[config.mk]
export PLATFORM = sky130hd
export DESIGN_NAME = latch_bus_capture
export DESIGN_NICKNAME = d
export VERILOG_FILES = /design/src/rtl/latch_bus_capture.sv
export SDC_FILE = /design/constraint.sdc
export NUM_CORES = 1
export LEC_CHECK = 0
export CAP_MARGIN = 40
export CORE_ASPECT_RATIO = 0.7
export CORE_MARGIN = 2
export CORE_UTILIZATION = 55
export DETAILED_ROUTE_END_ITERATION = 16
export PLACE_DENSITY = 0.76
export SLEW_MARGIN = 20
export SYNTH_ARGS = -nofsm -noshare
export SYNTH_HDL_FRONTEND = slang
export SYNTH_SLANG_ARGS = --single-unit
[constraint.sdc]
create_clock -name i_clk -period 7.9 [get_ports i_clk]
set_input_delay 0.79 -clock i_clk [delete_from_list [all_inputs] [get_ports i_clk]]
set_output_delay 0.79 -clock i_clk [all_outputs]
set_load 0.05 [all_outputs]
[src/rtl/latch_bus_capture.sv]
// latch_bus_capture
//   Captures a bus driven by an upstream transparent latch that runs
//   asynchronously to i_clk. The bus and the latch enable are first
//   synchronized. A value is accepted once it has been seen on
//   STABLE_CYCLES consecutive synchronized samples while the latch is
//   holding. Each accepted value that differs from the last stored value
//   is pushed into a small FIFO. The FIFO has no fall-through path.
//
//   State table (o_state encoding):
//     state  | meaning
//     IDLE   | upstream latch transparent (sen=1), nothing is trusted
//     SETTLE | latch holding, waiting for the candidate value to stay stable
//     HOLD   | candidate accepted, waiting for the bus to change
//
// Ports
//   i_clk       sole clock, rising edge
//   i_arst_n    asynchronous active-low reset
//   i_a         latched bus, asynchronous to i_clk
//   i_en        upstream latch enable, asynchronous (1 = transparent)
//   o_valid     FIFO head holds data
//   i_ready     consumer takes the head this cycle
//   o_data      FIFO head value (0 when empty)
//   o_count     FIFO occupancy, 0..DEPTH
//   o_overflow  sticky flag: an accepted value was dropped on a full FIFO
//   i_clr_ovf   synchronous clear of o_overflow (a same-cycle drop wins)
//   o_state     FSM state: IDLE=0, SETTLE=1, HOLD=2
module latch_bus_capture #(
  parameter int WIDTH         = 8,
  parameter int SYNC_STAGES   = 2,
  parameter int STABLE_CYCLES = 3,
  parameter int DEPTH         = 4
) (
  input  logic                       i_clk,
  input  logic                       i_arst_n,
  input  logic [WIDTH-1:0]           i_a,
  input  logic                       i_en,
  output logic                       o_valid,
  input  logic                       i_ready,
  output logic [WIDTH-1:0]           o_data,
  output logic [$clog2(DEPTH):0]     o_count,
  output logic                       o_overflow,
  input  logic                       i_clr_ovf,
  output logic [1:0]                 o_state
);

  localparam int CW = (STABLE_CYCLES > 1) ? $clog2(STABLE_CYCLES) : 1;
  localparam int AW = (DEPTH > 1) ? $clog2(DEPTH) : 1;
  localparam int NW = $clog2(DEPTH) + 1;

  localparam logic [CW-1:0] CNT_LAST = CW'(STABLE_CYCLES - 1);
  localparam logic [AW-1:0] PTR_LAST = AW'(DEPTH - 1);
  localparam logic [NW-1:0] CNT_FULL = NW'(DEPTH);

  typedef enum logic [1:0] {
    ST_IDLE   = 2'd0,
    ST_SETTLE = 2'd1,
    ST_HOLD   = 2'd2
  } state_t;

  // ---------------------------------------------------------------------
  // Synchronizers: nothing else in the block looks at i_a or i_en.
  // ---------------------------------------------------------------------
  logic [WIDTH-1:0]       sync_a [SYNC_STAGES];
  logic [SYNC_STAGES-1:0] sync_en;
  logic [WIDTH-1:0]       sa;
  logic                   sen;

  always_ff @(posedge i_clk or negedge i_arst_n) begin
    if (!i_arst_n) begin
      for (int i = 0; i < SYNC_STAGES; i++) begin
        sync_a[i] <= '0;
      end
      sync_en <= '0;
    end else begin
      sync_a[0] <= i_a;
      for (int i = 1; i < SYNC_STAGES; i++) begin
        sync_a[i] <= sync_a[i-1];
      end
      sync_en <= {sync_en[SYNC_STAGES-2:0], i_en};
    end
  end

  assign sa  = sync_a[SYNC_STAGES-1];
  assign sen = sync_en[SYNC_STAGES-1];

  // ---------------------------------------------------------------------
  // Settle FSM
  // ---------------------------------------------------------------------
  state_t           state, state_nxt;
  logic [WIDTH-1:0] cand, cand_nxt;
  logic [CW-1:0]    cnt, cnt_nxt;
  logic [WIDTH-1:0] last;
  logic             last_vld;
  logic             accept;
  logic             push_req;

  logic             full;
  logic             do_pop;
  logic             do_push;
  logic             drop;

  // State register, plus the record of the last value actually stored.
  // last only moves on a real push so a dropped value is retried the
  // next time it is accepted.
  always_ff @(posedge i_clk or negedge i_arst_n) begin
    if (!i_arst_n) begin
      state    <= ST_IDLE;
      cand     <= '0;
      cnt      <= '0;
      last     <= '0;
      last_vld <= 1'b0;
    end else begin
      state <= state_nxt;
      cand  <= cand_nxt;
      cnt   <= cnt_nxt;
      if (do_push) begin
        last     <= cand;
        last_vld <= 1'b1;
      end
    end
  end

  // Next-state logic. A transparent latch overrides everything else.
  always_comb begin
    state_nxt = state;
    cand_nxt  = cand;
    cnt_nxt   = cnt;
    accept    = 1'b0;
    if (sen) begin
      state_nxt = ST_IDLE;
      cnt_nxt   = '0;
    end else begin
      case (state)
        ST_IDLE: begin
          state_nxt = ST_SETTLE;
          cand_nxt  = sa;
          cnt_nxt   = '0;
        end
        ST_SETTLE: begin
          if (sa != cand) begin
            cand_nxt = sa;
            cnt_nxt  = '0;
          end else if (cnt != CNT_LAST) begin
            cnt_nxt = cnt + 1'b1;
          end else begin
            accept    = 1'b1;
            state_nxt = ST_HOLD;
            cnt_nxt   = '0;
          end
        end
        ST_HOLD: begin
          if (sa != cand) begin
            state_nxt = ST_SETTLE;
            cand_nxt  = sa;
            cnt_nxt   = '0;
          end
        end
        default: begin
          state_nxt = ST_IDLE;
          cnt_nxt   = '0;
        end
      endcase
    end
  end

  // Output logic: repeated acceptance of the stored value is suppressed.
  always_comb begin
    push_req = accept && (!last_vld || (cand != last));
    o_state  = state;
  end

  // ---------------------------------------------------------------------
  // Output FIFO
  // ---------------------------------------------------------------------
  logic [WIDTH-1:0] mem [DEPTH];
  logic [AW-1:0]    wr_ptr;
  logic [AW-1:0]    rd_ptr;
  logic [NW-1:0]    count;
  logic             ovf;

  assign full    = (count == CNT_FULL);
  assign o_valid = (count != '0);
  assign do_pop  = o_valid && i_ready;
  // A pop in the same cycle frees the slot, so a full FIFO still accepts.
  assign do_push = push_req && (!full || do_pop);
  assign drop    = push_req && full && !do_pop;

  always_ff @(posedge i_clk) begin
    if (do_push) begin
      mem[wr_ptr] <= cand;
    end
  end

  always_ff @(posedge i_clk or negedge i_arst_n) begin
    if (!i_arst_n) begin
      wr_ptr <= '0;
      rd_ptr <= '0;
      count  <= '0;
      ovf    <= 1'b0;
    end else begin
      if (do_push) begin
        wr_ptr <= (wr_ptr == PTR_LAST) ? '0 : wr_ptr + 1'b1;
      end
      if (do_pop) begin
        rd_ptr <= (rd_ptr == PTR_LAST) ? '0 : rd_ptr + 1'b1;
      end
      case ({do_push, do_pop})
        2'b10:   count <= count + 1'b1;
        2'b01:   count <= count - 1'b1;
        default: count <= count;
      endcase
      if (drop) begin
        ovf <= 1'b1;
      end else if (i_clr_ovf) begin
        ovf <= 1'b0;
      end
    end
  end

  // Memory is not reset, so the head is masked while the FIFO is empty.
  assign o_data     = o_valid ? mem[rd_ptr] : '0;
  assign o_count    = count;
  assign o_overflow = ovf;

endmodule

* Word level (Yosys, flattened, before mapping)
Memory sizes are Yosys's and may differ from the RTL's. Index checks and enable logic that the tools add are counted.
Cells by class: mux-type cells 24, eq/ne operators 14, add/subtract/negate cells 5, reductions and logical operators 18, bitwise operators 1
Operators by type and width (count):
- 2-to-1 mux 2 bit | 10
- 2-to-1 mux 8 bit | 2
- != test 8 bit | 2
- one-hot mux 8 bit (2 select lines) | 1
- != test 3 bit, second input constant | 3
- == test 2 bit, second input constant | 4
- 2-to-1 mux 1 bit | 8
- adder 2 x 1 -> 2 bit, second input constant | 3
- one-hot mux 2 bit (3 select lines) | 1
- one-hot mux 3 bit (2 select lines) | 1
- AND reduction 3 bit | 2
- nonzero test 2 bit | 3
- logical AND 1 bit | 5
- == test 2 x 1 -> 1 bit, second input constant | 2
- one-hot mux 2 bit (2 select lines) | 1
- adder 3 x 1 -> 3 bit, second input constant | 1
- == test 3 bit, second input constant | 1
- zero test 1 bit | 3
- nonzero test 3 bit | 1
- subtractor 3 x 1 -> 3 bit, second input constant | 1
- zero test 2 bit | 1
- logical OR 1 bit | 2
- != test 2 x 1 -> 1 bit, second input constant | 1
- != test 2 bit, second input constant | 1
- other kinds (2) | 2
Storage, ports and cells: output and inout bits 15, register bits after elaboration 47, memories kept 1, word-level logic and storage cells 75, memory bits (writable) 32
Memory list:
- mem | words 4, width 8, rd ports 1, clocked after memory_dff 0, wr ports 1, RTL line 175 | logic [WIDTH-1:0] mem [DEPTH];

* Logic depth before layout (Yosys ltp)
Gate-level depths: netlist (run 1).
depth in word-level cells 9, mapped depth 10, depth with buffers taken out 9

* Worst setup path before layout (run 1)
Ideal clock, no wire load.
path type register -> register, from reg cand[7], to reg count[2] (netlist: o_count[2]), stages on the path, launching flop included 10, data arrival time 2491 ps, buffers on the path 1, clock period less this slack 2561 ps, setup slack 5339 ps, required time 7830 ps, path through dfrtp_1 > xor2_1 > nor4_4 > nand2_2 > nor3_2 > buf_6 > nor2_1 > fa_1 > or4_1 > nand3_1
On the way: word-level cells in the longest chain between the ends 8, elaborated cells on any way between the ends 12, those cells by class 4 x eq/ne; 4 x mux; 4 x reduce/logical
RTL lines:
- start: declaration | RTL line 90 | logic [WIDTH-1:0] cand, cand_nxt;
- start signal: assignment | RTL line 114 | cand <= cand_nxt;
- != test 8 bit | RTL line 140 | if (sa != cand) begin
- 2-to-1 mux 1 bit | RTL line 140
- 2-to-1 mux 1 bit | RTL line 133 | case (state)
- 2-to-1 mux 1 bit | RTL line 129 | if (sen) begin
- logical AND 1 bit * | RTL line 168 | push_req = accept && (!last_vld || (cand != last));
- logical AND 1 bit * | RTL line 185 | assign do_push = push_req && (!full || do_pop);
- == test 2 x 1 -> 1 bit / == test 2 bit (equally long branches) | RTL line 207 | case ({do_push, do_pop})
- one-hot mux 3 bit (2 select lines) / nonzero test 2 bit (equally long branches)
- end signal: assignment | RTL line 208 | 2'b10: count <= count + 1'b1;
- end signal: assignment | RTL line 209 | 2'b01: count <= count - 1'b1;
- end signal: assignment | RTL line 210 | default: count <= count;
- end: declaration | RTL line 178 | logic [NW-1:0] count;
Every way passes the cells marked *; elsewhere a longest branch is shown, timed or not. A chain may end at the register's enable or synchronous reset.

* Worst setup path after layout (run 1)
from reg rd_ptr[0], to out o_data[7]
On the way: word-level cells in the longest chain between the ends 2
RTL lines:
- start: declaration | RTL line 177 | logic [AW-1:0] rd_ptr;
- start signal: assignment | RTL line 205 | rd_ptr <= (rd_ptr == PTR_LAST) ? '0 : rd_ptr + 1'b1;
- memory (4 x 8 bit)
- 2-to-1 mux 8 bit | RTL line 221 | assign o_data = o_valid ? mem[rd_ptr] : '0;
- end: declaration | RTL line 39 | output logic [WIDTH-1:0] o_data,
No other way between the ends.

==> summary by stage, run 1 <==
Worst setup path
Walking the worst path, the cells encountered are mux4_2 > and2_1 > clkdlybuf4s50_1. STA puts the critical path data required time at 7.11 ns. The count of buffering cells on the critical path with inverters included is 1. In this design, the stage delay of the slowest critical-path cell is 0.71 ns. The worst setup path is of the reg2out kind. Measured in cells, the most critical reg-to-reg path has a length of 8.

The category of the worst setup path capture point is an output port. The cell family contributing the most delay on the critical path is flip-flops. The sort of element at the start of the critical path is a flop. The critical-path cell with the highest stage delay is dfrtp_1. The data arrival time at the worst-slack endpoint is 2.49 ns. The maximum net fanout on the critical path is 11. Counting buffers and inverters, the worst setup path is 3 cells deep.

Power
The worst ir drop on vdd is 169.1 µV. The leakage dissipation is 1.533 nW. The power per cell area is 310.3 nW/µm².

Global routing
Global routing finished with a remaining overflow of 0. The total routing resource utilization after global routing is 17.62%. Entering global routing, the biggest net connects 27 pins. The first global-routing pass estimated 9011 µm of wire. The via count of the first global-routing pass came to 1,739. The initial antenna violation count is 0.

Synth
Averaged over all synthesized cells, the footprint is 15.60 µm². The most area-hungry cell type in the Yosys netlist is dfrtp_1. In the synthesized netlist the async set-or-reset flop fraction comes to 59.49%. Yosys mapped a number of flops with a built-in enable equal to 32. The number of library cell types mapped by synthesis is 45. The portion of synthesized cell area occupied by the leading cell type is 34.91%. Counting instances in the post-synthesis netlist gives the leading cell types as 47 x dfrtp_1, 32 x edfxtp_1, 10 x mux2_2, 10 x xnor2_1. The net count after synthesis is 238. The share of the Yosys chip area taken by registers is 63.42%.

Yosys instantiated no cell more often than dfrtp_1. Yosys printed 0 warnings. Among all flip-flop cells after synthesis, the most frequent one is dfrtp_1.

By area the synthesized netlist is led by dfrtp_1 35%, edfxtp_1 29%, mux4_2 5.3%. Counting every instance in the synthesized netlist gives 216. The synthesized area is 3369 µm². In this run, synthesis produced a sequential element count of 79.

Timing
In the finished design, the share of the clock period the worst path needs comes to 41.51%. The count of final max-slew check failures is 0. The tightest slew margin relative to the limit is 59.02%. Setup repair after global routing left no endpoint under its margin. The clock period could shrink to 3.279 ns. The highest attainable clock frequency is 0.3050 GHz. The setup violation total in the final timing report is 0.

The summed negative setup slack over all endpoints is 0 ns. Hold timing on the final database bottoms out at a slack of 0.3505 ns. At the pin with the least slew margin, the transition time is 0.6113 ns. Clock skew on the completed layout was measured at 0.008306 ns. The number of failing hold endpoints at the final stage is 0.

Floorplan
The core region is 5813 µm². For this configuration, the core starts out at a cell density of 57.96%. The overall die area is 6778 µm². The die is 97.55 µm wide. The number of I/O pins is 28. The vertical extent of the die is 69.49 µm. In this run the core area contains 23 standard-cell rows.

CTS
Gates resized during post-CTS repair numbered 0. The clock latency of the later-clocked register in the worst-skew pair is 0.34 ns. The H-tree was split into 3 levels.

The clock tree from TritonCTS is built. The number of CTS-inserted buffers is 9. After clock tree synthesis, the setup repair step added 0 buffers. Hold repair after CTS inserted 0 buffers.

CTS saw 79 sinks. Clock-pin slew was measured on the worst setup and hold paths at 0.07 ns. The maximum buffer depth of the clock tree is 2.

The clock tree root buffer cell is clkbuf_8.

Hold path
The worst hold path belongs to the class reg2reg. The count of cells along the worst hold path is 0.

Route
The DRC violations left is 0. Summed over all layers, the routed wires come to 5268 µm. For this block, the initial DRC count from the detailed router was 113. The count of antenna-violating nets left after detailed routing is 0. The first-pass detailed-route iteration total is 5.

Using the TritonRoute via totals, the vias-per-cell ratio works out to 5.398. The routed wirelength normalized by instance count is 16.01 µm. The detailed router placed 1,776 vias in this run.

Outcome
The run finished with clean final reports.

Finish
The post-route netlist has 20.08% of its cells at a drive strength greater than 1. The repair_antennas step left the layout with diodes totalling 0. The count of nets after finishing is 271. Relative to the synthesized area, the layout overhead comes to 16.78%.

Placed design
The wire-length estimate of the detail-placed layout is 3635 µm. The weighted congestion reported at the end of routability-driven placement is 0.7744. The number of buffer cells added on primary ports is 27.

Job
Max-cap violations in this run came to 0.
-- sequential cells by signal, summed over array words and instances (netlist names) --
signal and count:
o_overflow 1, sync_a 8, wr_ptr 2, last 8, sync_en 2, cand 8, rd_ptr 2, o_count 3
cnt 2, mem 32, o_state 2, last_vld 1, sa 8
-- cell type report --
type / count / area, µm²
Inverter: 8 / 30.03
Multi-Input combinational cell: 123 / 1154
Sequential cell: 79 / 2137
Clock buffer: 13 / 170.2
Timing Repair Buffer: 28 / 285.3
Fill cell: 409 / 1878
Clock inverter: 3 / 65.06
Tap cell: 75 / 93.84
-- layout by cell type, fill, tap and decap left out, types with 2 or more instances in the layout --
master | synthesis | layout
dfrtp_1 | 47 | 47
edfxtp_1 | 32 | 32
clkdlybuf4s50_1 | 0 | 26
xnor2_1 | 10 | 10
mux2_2 | 10 | 10
clkbuf_8 | 0 | 10
xor2_1 | 8 | 8
nor2_1 | 8 | 8
inv_1 | 8 | 8
mux4_2 | 8 | 8
and2_1 | 8 | 8
mux2_4 | 8 | 8
ha_1 | 8 | 8
nor3_1 | 6 | 6
nand2_1 | 4 | 4
nand3_1 | 4 | 4
nand3b_1 | 4 | 4
and3_1 | 4 | 4
a21oi_1 | 3 | 3
nor4_4 | 2 | 2
or3_1 | 2 | 2
or4_1 | 2 | 2
o211ai_1 | 2 | 2
or2_2 | 2 | 2
nand2b_1 | 2 | 2
bufinv_16 | 0 | 2
clkbuf_1 | 2 | 2
-- stage by stage --
step	worst slack [ns]	power [mW]	std cells	area [µm²]	utilization [%]
5_1_grt	4.440	1.284	329	3935	67.69
2_1_floorplan	5.339	0.7796	216	3369	-
3_3_place_gp	4.967	0.8836	312	3680	63.30
6_report	4.621	1.221	329	3935	67.69
4_1_cts	4.563	1.234	329	3935	67.69
3_5_place_dp	4.888	0.8931	313	3700	63.65
-- worst register-to-register path, stage by stage, from the launching register on --
cell and delay (ns):
dfrtp_1 0.49, xor2_1 0.21, nor4_4 0.35, nand2_2 0.18
nor3_2 0.55, nor2_1 0.13, fa_1 0.44, or4_1 0.53
nand3_1 0.09
-- power breakdown --
part | switching, mW | internal [mW] | leakage [nW]
clock | 0.135 | 0.206 | 0.119
sequential | 0.0514 | 0.452 | 0.871
combinational | 0.219 | 0.158 | 0.544
-- logic make-up after synthesis --
kind of cell | after synthesis | synth area share [%]
AOI/OAI and AO/OA | 16 | 3.565
buffers and inverters | 14 | 2.340
and+or+nand+nor | 53 | 9.877
xor gates and xnor gates | 18 | 4.679
DFF | 79 | 63.42
adders and majority gates | 9 | 3.565
muxes | 27 | 12.55
-- path summary, 6_finish.rpt --
path | from | endpoint | slack [ns]
setup / recovery | rd_ptr[0]$_DFFE_PN0N_ | o_data[7] | 4.62
hold / removal | sync_a[12]$_DFF_PN0_ | sa[4]$_DFF_PN0_ | 0.35
setup reg to reg | cand[5]$_DFFE_PN0P_ | o_count[2]$_DFFE_PN0P_ | 4.85
hold reg to reg | sync_a[12]$_DFF_PN0_ | sa[4]$_DFF_PN0_ | 0.35
max in group asynchronous | i_arst_n | last_vld$_DFFE_PN0P_ | 7.00
min in group asynchronous | i_arst_n | sync_a[9]$_DFF_PN0_ | 0.40
-- routing by layer --
| metal | part of all wire [%] | up-vias | global-route usage (%) |
|---|---|---|---|
| li1 | - | 848 | - |
| met1 | 48 | 888 | 24.65 |
| met2 | 47 | 36 | 25.82 |
| met3 | 3.9 | 4 | 6.149 |
| met4 | 0.97 | 0 | 6.481 |
| met5 | 0 | - | 0 |
(Power assumes the default switching activity.)
==> inputs of run 2 (changes only) <==
==> constraint.sdc (replaced) <==
create_clock -name i_clk -period 3.35 [get_ports i_clk]
set_input_delay 0.335 -clock i_clk [delete_from_list [all_inputs] [get_ports i_clk]]
set_output_delay 0.335 -clock i_clk [all_outputs]
set_load 0.05 [all_outputs]
==> summary by stage, run 2 (synthesis gave the netlist of run 1 again) <==
Finish
In the final design database the tool counted 273 nets. The ratio of cells with drive above 1 in the final layout is 20.31%. In the layout the commonest cells are 47 x dfrtp_1, 32 x edfxtp_1, 26 x clkdlybuf4s50_1. The synthesis-to-finish area growth is 15.26%. The antenna cell count is 0.

Counting flops per register, the top entry is mem. The number of flip-flops in the largest register is 32. The library cell used most frequently in the layout, excluding fill and tap cells, is dfrtp_1.

Placed design
The half-perimeter wire length of the detailed placement result is 3602 µm. The worst-case setup slack after placement is 0.7042 ns. Routability-driven placement finished with a final weighted congestion of 0.7899. Input and output buffers added on the ports amount to 27.

Global routing
The initial antenna violation count is 0. The largest net degree at the start of global routing is 31. For this run, the total global-route usage over all layers was measured as 17.91%. The via count of the first global-routing pass is 1,803. The first global-routing pass estimated 9135 µm of wire. Summed over all layers, the global routing overflow is 0.

Power
The worst ir drop on vdd is 348.4 µV. For this design the total switching power over the nets is 0.9759 mW. The internal power consumption is 1.708 mW. Combinational logic burns 33.3% of the power.

The power per cell area is 691.2 nW/µm². The clock network power share is 22.5%. The fraction of power consumed by sequential logic is 44.3%. The switching share of power is 36.36%. The analysis attributes to cell leakage a power of 1.496 nW.

Route
The routed wirelength normalized by instance count is 16.03 µm. The routed wire length is 5305 µm. The routed via count is 1,775. Before antenna repair, the detailed router went through 4 iterations. The count of antenna-violating nets left after detailed routing is 0. The first routing iteration left 109 violations. For this run, design rule violations remaining after detail routing come to 0. In the routed layout, each cell is associated on average with a via count of 5.363.

Worst setup path
Across all register-to-register paths, the minimum setup slack is 0.71 ns. The sort of element at the start of the critical path is a flop. The critical path is of the reg2out type. The data arrival time at the worst-slack endpoint is 2.54 ns. At the worst endpoint, the required time is 3.01 ns. The maximum net fanout on the critical path is 11.

The startpoint of the worst-slack reg-to-reg timing path is cand[7]$_DFFE_PN0P_. For the worst flop-to-flop path, the logic depth is 8. The category of the worst setup path capture point is an output port. In this run the critical register-to-register path is captured at o_count[2]$_DFFE_PN0P_.

CTS
Gates resized during post-CTS repair numbered 0. The clock tree root buffer cell is clkbuf_8. The setup fix buffers added after clock tree synthesis is 0. Buffers inserted to repair hold after CTS numbered 1.

TritonCTS built the clock tree. CTS built an H-tree with a depth of 3. The later pin in the worst-skew pair is clocked with a latency of 0.35 ns. The clock passes through at most 2 buffers. The clock-pin slew on the worst setup and hold paths is 0.08 ns. CTS saw 79 sinks. The number of CTS-inserted buffers is 9.

Timing
The setup violation total in the final timing report is 0. Subtracting the final worst setup slack from the clock period gives 2.873 ns. The tightest slew margin relative to the limit is 59.20%.

The count of final max-slew check failures is 0. Setup repair after global routing left no endpoint under its margin. The post-route clock skew is 0.008056 ns.

The period utilization is 85.76%. The worst-case setup margin in the final layout is 0.4769 ns. At the pin with the least slew margin, the transition time is 0.6119 ns. The highest attainable clock frequency is 0.3481 GHz.

The number of failing hold endpoints at the final stage is 0. The summed negative setup slack over all endpoints is 0 ns.

Outcome
The run finished with clean final reports.

Floorplan
The site row count is 23. In this run the standard cell core region covers 5813 µm². The die is 97.55 µm wide. The number of I/O pins is 28. The vertical extent of the die is 69.49 µm. The die covers 6778 µm². For this configuration, the core starts out at a cell density of 57.96%.

Hold path
Along the worst hold path, the cell count comes to 0. The startpoint identified for the worst hold timing path is sync_en[0]$_DFF_PN0_. The type of the most critical hold path is reg2reg. The sink of the worst hold path is sync_en[1]$_DFF_PN0_.

Job
The total of max-cap violations is 0.
run 2: cell count changes in the layout (fill, tap and decap cells not counted):
cell	previous run	this run
buf_4	0	1
bufinv_16	2	0
clkbuf_8	10	9
clkbuf_16	1	0
dlygate4sd3_1	0	1
clkinvlp_4	0	4
run 2: power groups by stage:
stage | Sequential, mW | Combinational [mW] | Clock, mW
global route | 1.21 | 0.960 | 0.670
CTS | 1.19 | 0.901 | 0.624
finish | 1.19 | 0.893 | 0.603
detailed placement | 1.21 | 0.899 | 0
floorplan | 1.21 | 0.631 | 0
global placement | 1.21 | 0.885 | 0
run 2: routing by layer:
layer / part of all wire [%] / track usage (%)
met3: 5.0 / 7.258
met1: 49 / 25.28
met4: 1.3 / 5.710
met2: 45 / 25.67
met5: 0 / 0
run 2: worst max path at each step:
stage	startpoint	endpoint	slack, ns	cells past startpoint
after floorplan	cand[7]$_DFFE_PN0P_	o_count[2]$_DFFE_PN0P_	0.79	9
after global placement	cand[5]$_DFFE_PN0P_	o_count[2]$_DFFE_PN0P_	0.78	8
after detailed placement	cand[7]$_DFFE_PN0P_	o_count[2]$_DFFE_PN0P_	0.70	8
after CTS	rd_ptr[0]$_DFFE_PN0N_	o_data[5]	0.43	3
after global routing	rd_ptr[0]$_DFFE_PN0N_	o_data[5]	0.33	3
final	rd_ptr[0]$_DFFE_PN0N_	o_data[5]	0.48	3
run 2: final cells by class:
cell class / count / area (µm²)
Inverter: 8 / 30.03
Timing Repair Buffer: 30 / 302.8
Clock buffer: 11 / 131.4
Sequential cell: 79 / 2137
Fill cell: 431 / 1929
Clock inverter: 5 / 35.03
Tap cell: 75 / 93.84
Multi-Input combinational cell: 123 / 1154
run 2: through the flow:
step           hold slack [ns]  instance area (µm²)  util, %  power, mW  cells
5_1_grt                 0.3560                 3884    66.81      2.836    331
3_3_place_gp            0.3311                 3687    63.43      2.092    313
3_5_place_dp            0.2898                 3707    63.78      2.111    314
6_report                0.3491                 3884    66.81      2.684    331
4_1_cts                 0.3517                 3884    66.81      2.715    331
2_1_floorplan          0.03941                 3369        -      1.838    216
run 2: worst max-delay path, cell delays in order, from the launching register on:
cell	delay, ns
dfrtp_1	0.74
mux4_2	0.59
and2_1	0.17
clkdlybuf4s50_1	0.69
==> inputs of run 3 (changes only) <==
--- a/config.mk
+++ b/config.mk
@@ -5,12 +5,14 @@
 export SDC_FILE = /design/constraint.sdc
 export NUM_CORES = 1
 export LEC_CHECK = 0
+export ABC_CLOCK_PERIOD_IN_PS = 3350
 export CAP_MARGIN = 40
 export CORE_ASPECT_RATIO = 0.7
 export CORE_MARGIN = 2
 export CORE_UTILIZATION = 55
 export DETAILED_ROUTE_END_ITERATION = 16
-export PLACE_DENSITY = 0.76
+export DONT_BUFFER_PORTS = 1
+export PLACE_DENSITY = 0.7
 export SLEW_MARGIN = 20
 export SYNTH_ARGS = -nofsm -noshare
 export SYNTH_HDL_FRONTEND = slang
==> summary by stage, run 3 (synthesis gave the netlist of run 1 again) <==
Outcome
The run finished with clean final reports.

Finish
The antenna cell count is 0. The number of standard cells in the final layout excluding fillers is 316. The number of flip-flops in the largest register is 32. The final-layout fill cell count is 420. The synthesis-to-finish area growth is 12.48%. The top cell types in the final layout, fill and taps aside, are 47 x dfrtp_1, 32 x edfxtp_1. Cells with a size suffix above 1 make up 22.82% of the layout. After the last flow step, the layout net total stands at 258. Summing all flip-flop and latch instances after layout gives 2137 µm². mem holds more flip-flops than any other register. The leading cell type in the layout, fill and taps excluded is dfrtp_1. The area of the multi-input gates is 1154 µm².

Global routing
The wire length of the first global-routing pass is 9397 µm. The initial antenna violation count came to 0. The via count of the first global-routing pass came to 1,795.

The total routing resource utilization after global routing is 18.28%. The largest net degree at the start of global routing is 48. The global route total overflow is 0.

Placed design
OpenSTA, run right after detailed placement, puts the worst setup slack at 0.5496 ns. The number of placed cells counting well taps is 289. The number of buffer cells added on primary ports is 0. The weighted congestion reported at the end of routability-driven placement is 0.8602. Detailed placement finished with a half-perimeter wire length of 3756 µm.

Route
The routed via count is 1,749. The routed design has 5560 µm of wire. The count of antenna-violating nets left after detailed routing is 0. The average vias per placed instance is 5.535. The first routing iteration left 88 violations. The DRC violations left is 0. The first-pass detailed-route iteration total is 4. Dividing the detail-routed wire length by the instance count gives 17.59 µm.

Timing
At the pin with the least slew margin, the transition time is 0.6277 ns. In this run the tightest slew margin relative to its limit is 58.15%. After routing, the total negative slack on setup checks comes to 0 ns.

The post-route clock skew is 0.007294 ns. Setup repair after global routing left no endpoint under its margin. The worst path in the final design needs a cycle of 2.832 ns, including I/O delays and setup. Dividing the final minimum period by the clock period gives 84.55%. The count of final max-slew check failures came to 0. Across all setup checks in the final design, the least slack found is 0.5177 ns.

The setup violation total in the final timing report is 0. Static timing analysis puts the maximum clock frequency at 0.3531 GHz. The number of failing hold endpoints at the final stage is 0.

Worst setup path
On the critical path, the stage with the largest delay is an instance of or4_1. At the worst endpoint, the required time is 3.63 ns. The worst setup path is of the reg2reg kind. In this run the worst path has a maximum fanout of 11. The sort of element at the start of the critical path is a flop. Traced cell by cell, the critical path runs through xor2_1 > nor4_4 > nand2_2 > nor3_2 > buf_4 > nor2_1 > fa_1 > or4_1 > nand3_1. In this design, the stage delay of the slowest critical-path cell is 0.54 ns. Data on the critical path arrives at its endpoint at 3.11 ns. The category of the worst setup path capture point is a flop.

Floorplan
During I/O placement, the number of pins put on the boundary was 28. The initial utilization of the core area, before any placement, comes to 57.96%. Measured along the y axis, the die boundary spans 69.49 µm. The overall die area is 6778 µm². In this run the core area contains 23 standard-cell rows.

The core box area is 5813 µm². The horizontal die dimension is 97.55 µm.

Job
The total of max-cap violations is 0.

Hold path
The type of the most critical hold path is in2reg.

CTS
Clock latency on the worst-skew pair, taken at its later pin, is 0.34 ns. The maximum buffer depth of the clock tree is 2. The total number of clock tree sinks is 79. The number of H-tree branching levels is 3. The clock tree root buffer cell is clkbuf_8. The clock tree from TritonCTS is built. In this run, post-CTS repair resized a total of 0 instances. Clock-pin slew was measured on the worst setup and hold paths at 0.08 ns. Clock tree synthesis inserted a total of 9 buffers.

Power
The leakage dissipation is 1.485 nW. IR analysis of the VDD net gives a maximum drop of 389.9 µV. The power per cell area is 711.8 nW/µm².
-- run 3: changes by cell type in the layout (fill, tap and decap cells not counted), sizes merged --
| cell | change |
|---|---|
| dlygate4sd3 | +9 |
| bufinv | +1 |
| clkinv | +1 |
| clkinvlp | -3 |
| buf | +2 |
| clkdlybuf4s50 | -26 |
| clkbuf | +1 |
-- run 3: metal layers --
layer | track usage [%] | routed length [µm] | part of all wire [%]
met1 | 24.86 | 2597 | 47
met2 | 28.20 | 2698 | 49
met3 | 6.956 | 207 | 3.7
met4 | 4.630 | 57 | 1.0
met5 | 0 | 0 | 0
-- run 3: cell type report --
| class | instances | area share [%] |
|---|---|---|
| multi-input combinational | 123 | 30.44 |
| timing repair buffer | 15 | 4.160 |
| tap | 75 | 2.476 |
| inverter | 8 | 0.7923 |
| clock inverter | 4 | 1.354 |
| clock buffer | 12 | 4.391 |
| sequential | 79 | 56.39 |
-- run 3: final timing paths --
path                       depth (start not counted)                 start  slack [ns]                     end
setup / recovery                                   9   cand[7]$_DFFE_PN0P_        0.52  o_count[2]$_DFFE_PN0P_
setup reg to reg                                   9   cand[7]$_DFFE_PN0P_        0.52  o_count[2]$_DFFE_PN0P_
hold reg to reg                                    0  sync_a[12]$_DFF_PN0_        0.35         sa[4]$_DFF_PN0_
max in group asynchronous                          2              i_arst_n        2.64  o_count[2]$_DFFE_PN0P_
hold / removal                                     1             i_clr_ovf         0.1  o_overflow$_DFFE_PN0P_
min in group asynchronous                          2              i_arst_n        0.51     last[6]$_DFFE_PN0P_
-- run 3: critical path: cells and delay by family (launching register included) --
family | cells | cell delay (ns)
flip-flops | 1 | 0.48
AND/OR/NAND/NOR | 6 | 1.47
XOR/XNOR | 1 | 0.20
buffers and inverters | 1 | 0.19
adder cells (fa/ha/maj) | 1 | 0.42
-- run 3: timing repair --
| item | in CTS | in global routing |
|---|---|---|
| endpoints found under the setup margin | 0 | 0 |
| buffers inserted | 0 | 0 |
| hold buffers | 11 | 0 |
| hold endpoints to repair | 56 | 0 |
-- run 3: report_power, final --
| part | leakage [nW] | switching, mW | internal [mW] |
|---|---|---|---|
| clock | 0.108 | 0.328 | 0.410 |
| combinational | 0.507 | 0.501 | 0.259 |
| sequential | 0.871 | 0.134 | 1.06 |
-- run 3: through the flow --
stage / hold slack (ns) / instance area [µm²] / total power [mW] / utilization, %
floorplan: 0.03941 / 3369 / 1.838 / -
global placement: 0.04031 / 3445 / 1.931 / 59.26
detailed placement: 0.04039 / 3445 / 1.963 / 59.26
CTS: 0.07096 / 3790 / 2.728 / 65.20
global route: 0.07930 / 3790 / 2.834 / 65.20
finish: 0.09824 / 3790 / 2.698 / 65.20
==> RTL edit (config.mk and constraints of run 2) <==
Make the reset (`i_arst_n`) synchronous in 3 clocked blocks. Comments in the files are not updated.
--- a/src/rtl/latch_bus_capture.sv
+++ b/src/rtl/latch_bus_capture.sv
@@ -65,7 +65,7 @@
   logic [WIDTH-1:0]       sa;
   logic                   sen;
 
-  always_ff @(posedge i_clk or negedge i_arst_n) begin
+  always_ff @(posedge i_clk) begin
     if (!i_arst_n) begin
       for (int i = 0; i < SYNC_STAGES; i++) begin
         sync_a[i] <= '0;
@@ -102,7 +102,7 @@
   // State register, plus the record of the last value actually stored.
   // last only moves on a real push so a dropped value is retried the
   // next time it is accepted.
-  always_ff @(posedge i_clk or negedge i_arst_n) begin
+  always_ff @(posedge i_clk) begin
     if (!i_arst_n) begin
       state    <= ST_IDLE;
       cand     <= '0;
@@ -191,7 +191,7 @@
     end
   end
 
-  always_ff @(posedge i_clk or negedge i_arst_n) begin
+  always_ff @(posedge i_clk) begin
     if (!i_arst_n) begin
       wr_ptr <= '0;
       rd_ptr <= '0;
Check against the original RTL: differs if i_arst_n is asserted again (counterexample within 4 cycles, from zero or initial values and one cycle with i_arst_n low); with i_arst_n held inactive, the same outputs for 10 cycles.
==> RTL edit against run 2 <==
Sequential cell count is 2 higher; critical path depth stayed put; sequential share of layout area is 5.4 points lower; critical path type unchanged; via count is 15% higher; worst setup slack better by 0.081 ns; design area is 0.77% higher; synthesized area hardly changed; first-iteration DRC count is 24% lower; routed wire length is 7.9% higher; clock skew is 0.0031 ns higher; register-to-register slack worse by 0.13 ns; cell count is 16% higher.
Power is not compared: it rests on default switching activity, and its combinational part moved more than twofold at a synthesized area within 25%.
==> RTL edit: results (changes against run 2) <==
run status finished, final reports clean; register area share after synthesis 57.7% (-5.8 points); Post-synth ARST share 0% (-59 points); Slew headroom 48.0% (-11 points); Placed Cells 366 (+17%); fillers 436 (+1.2%); total wire length 5.72 mm (+7.9%); CP max-delay cell clkdlybuf4s50_1; Worst EP arrival 2.46 ns (-0.08 ns); Clk Tree Root Cell clkbuf_8; DPL Wire Length 4.01 mm (+11%); CP max stage delay 0.69 ns (-0.05 ns); most frequent cells after synthesis 49 x dfxtp_1, 32 x edfxtp_1, 31 x nor2_1, 30 x and2_1, 20 x mux2i_1; Netlist cell types 37 (-18%); post-place setup slack 0.623 ns (-0.0808 ns); Final Skew 0.0112 ns (+0.00313 ns); GRT Total Usage 18.7% (+0.77 points); layout cells sized above 1 11.4% (-8.9 points); ranking of synthesized cells by area dfxtp_1 29%, edfxtp_1 29%, mux2i_1 5.9%; CP max FO 8 (-3); Mapped Avg Cell Area 12.5 sq um (-20%); DR iter-0 viols 83 (-24%); first-pass GRT wire length 9.65 mm (+5.7%); Mapped Nets 293 (+23%); Avg WL per Cell 14.9 microns (-6.8%); layout net count 326 (+19%); Largest regs mem: 32 flops, sync_a: 16 flops; RePlAce Congestion 0.800 (+1.3%); vias per cell 5.33 (-0.53%)
## RTL edit: changes by cell type in the layout (fill, tap and decap cells not counted), sizes merged, moves of 3 or more
cell,run 2,this run
clkinvlp,4,1
dfxtp,0,49
and3,4,1
nand2,5,9
mux2,18,1
dfrtp,47,0
nor2,8,31
nand3b,4,0
and2,9,30
mux2i,1,20
## RTL edit: per-stage QoR
step	util [%]	cell area, sq um	power, uW
CTS	67.2	3910	2060
floorplan	-	3370	1300
finish	67.3	3910	2040
global placement	63.8	3710	1380
global route	67.3	3910	2130
detailed placement	64.0	3720	1390
## RTL edit: logic make-up (layout without fill, tap and decap cells)
| logic type | count (synthesis) | in the layout | synth area share (%) |
|---|---|---|---|
| DFF | 81 | 81 | 57.7 |
| AOI/OAI and AO/OA | 14 | 14 | 2.82 |
| and+or+nand+nor | 104 | 104 | 17.8 |
| adders and majority gates | 10 | 10 | 3.94 |
| buffers and inverters | 16 | 54 | 2.01 |
| muxes | 29 | 29 | 11.6 |
| xor gates and xnor gates | 16 | 16 | 4.16 |
## RTL edit: report_power, final
part           switching, uW  internal [uW]  leakage [uW]  total (uW)
registers               33.3           1040      0.000695        1080
clock network            328            340     0.0000940         668
logic                    172            120      0.000661         292
## RTL edit: final timing paths
| path | from | endpoint | slack, ns | depth (start not counted) |
|---|---|---|---|---|
| setup / recovery | flip-flop | o_data[7] | 0.56 | 3 |
| hold / removal | sync_a[0][3] | sync_a[0][11] | 0.43 | 1 |
| setup reg to reg | cand[0] | o_count[2] | 0.58 | 10 |
| hold reg to reg | sync_a[0][3] | sync_a[0][11] | 0.43 | 1 |
## RTL edit: area by class of cell
type / count / area (sq um) / share of cell area (%)
Sequential cell: 81 / 1940 / 49.6
Multi-Input combinational cell: 173 / 1360 / 34.7
Clock inverter: 6 / 57.6 / 1.47
Clock buffer: 10 / 128 / 3.26
Tap cell: 75 / 93.8 / 2.40
Timing Repair Buffer: 32 / 312 / 7.96
Inverter: 6 / 22.5 / 0.575
## RTL edit: layer usage
layer | vias to the layer above | track usage, % | wire [microns]
met3 | 8 | 6.25 | 322
met2 | 47 | 29.0 | 2680
li1 | 1020 | - | -
met5 | - | 0 | 0
met1 | 968 | 24.8 | 2660
met4 | 0 | 6.48 | 67
## RTL edit: critical path, delay by kind of cell (launching register included)
family | cells | cell delay [ns]
flip-flops | 1 | 0.66
multiplexers | 1 | 0.58
AND/OR/NAND/NOR | 1 | 0.17
buffers and inverters | 1 | 0.69
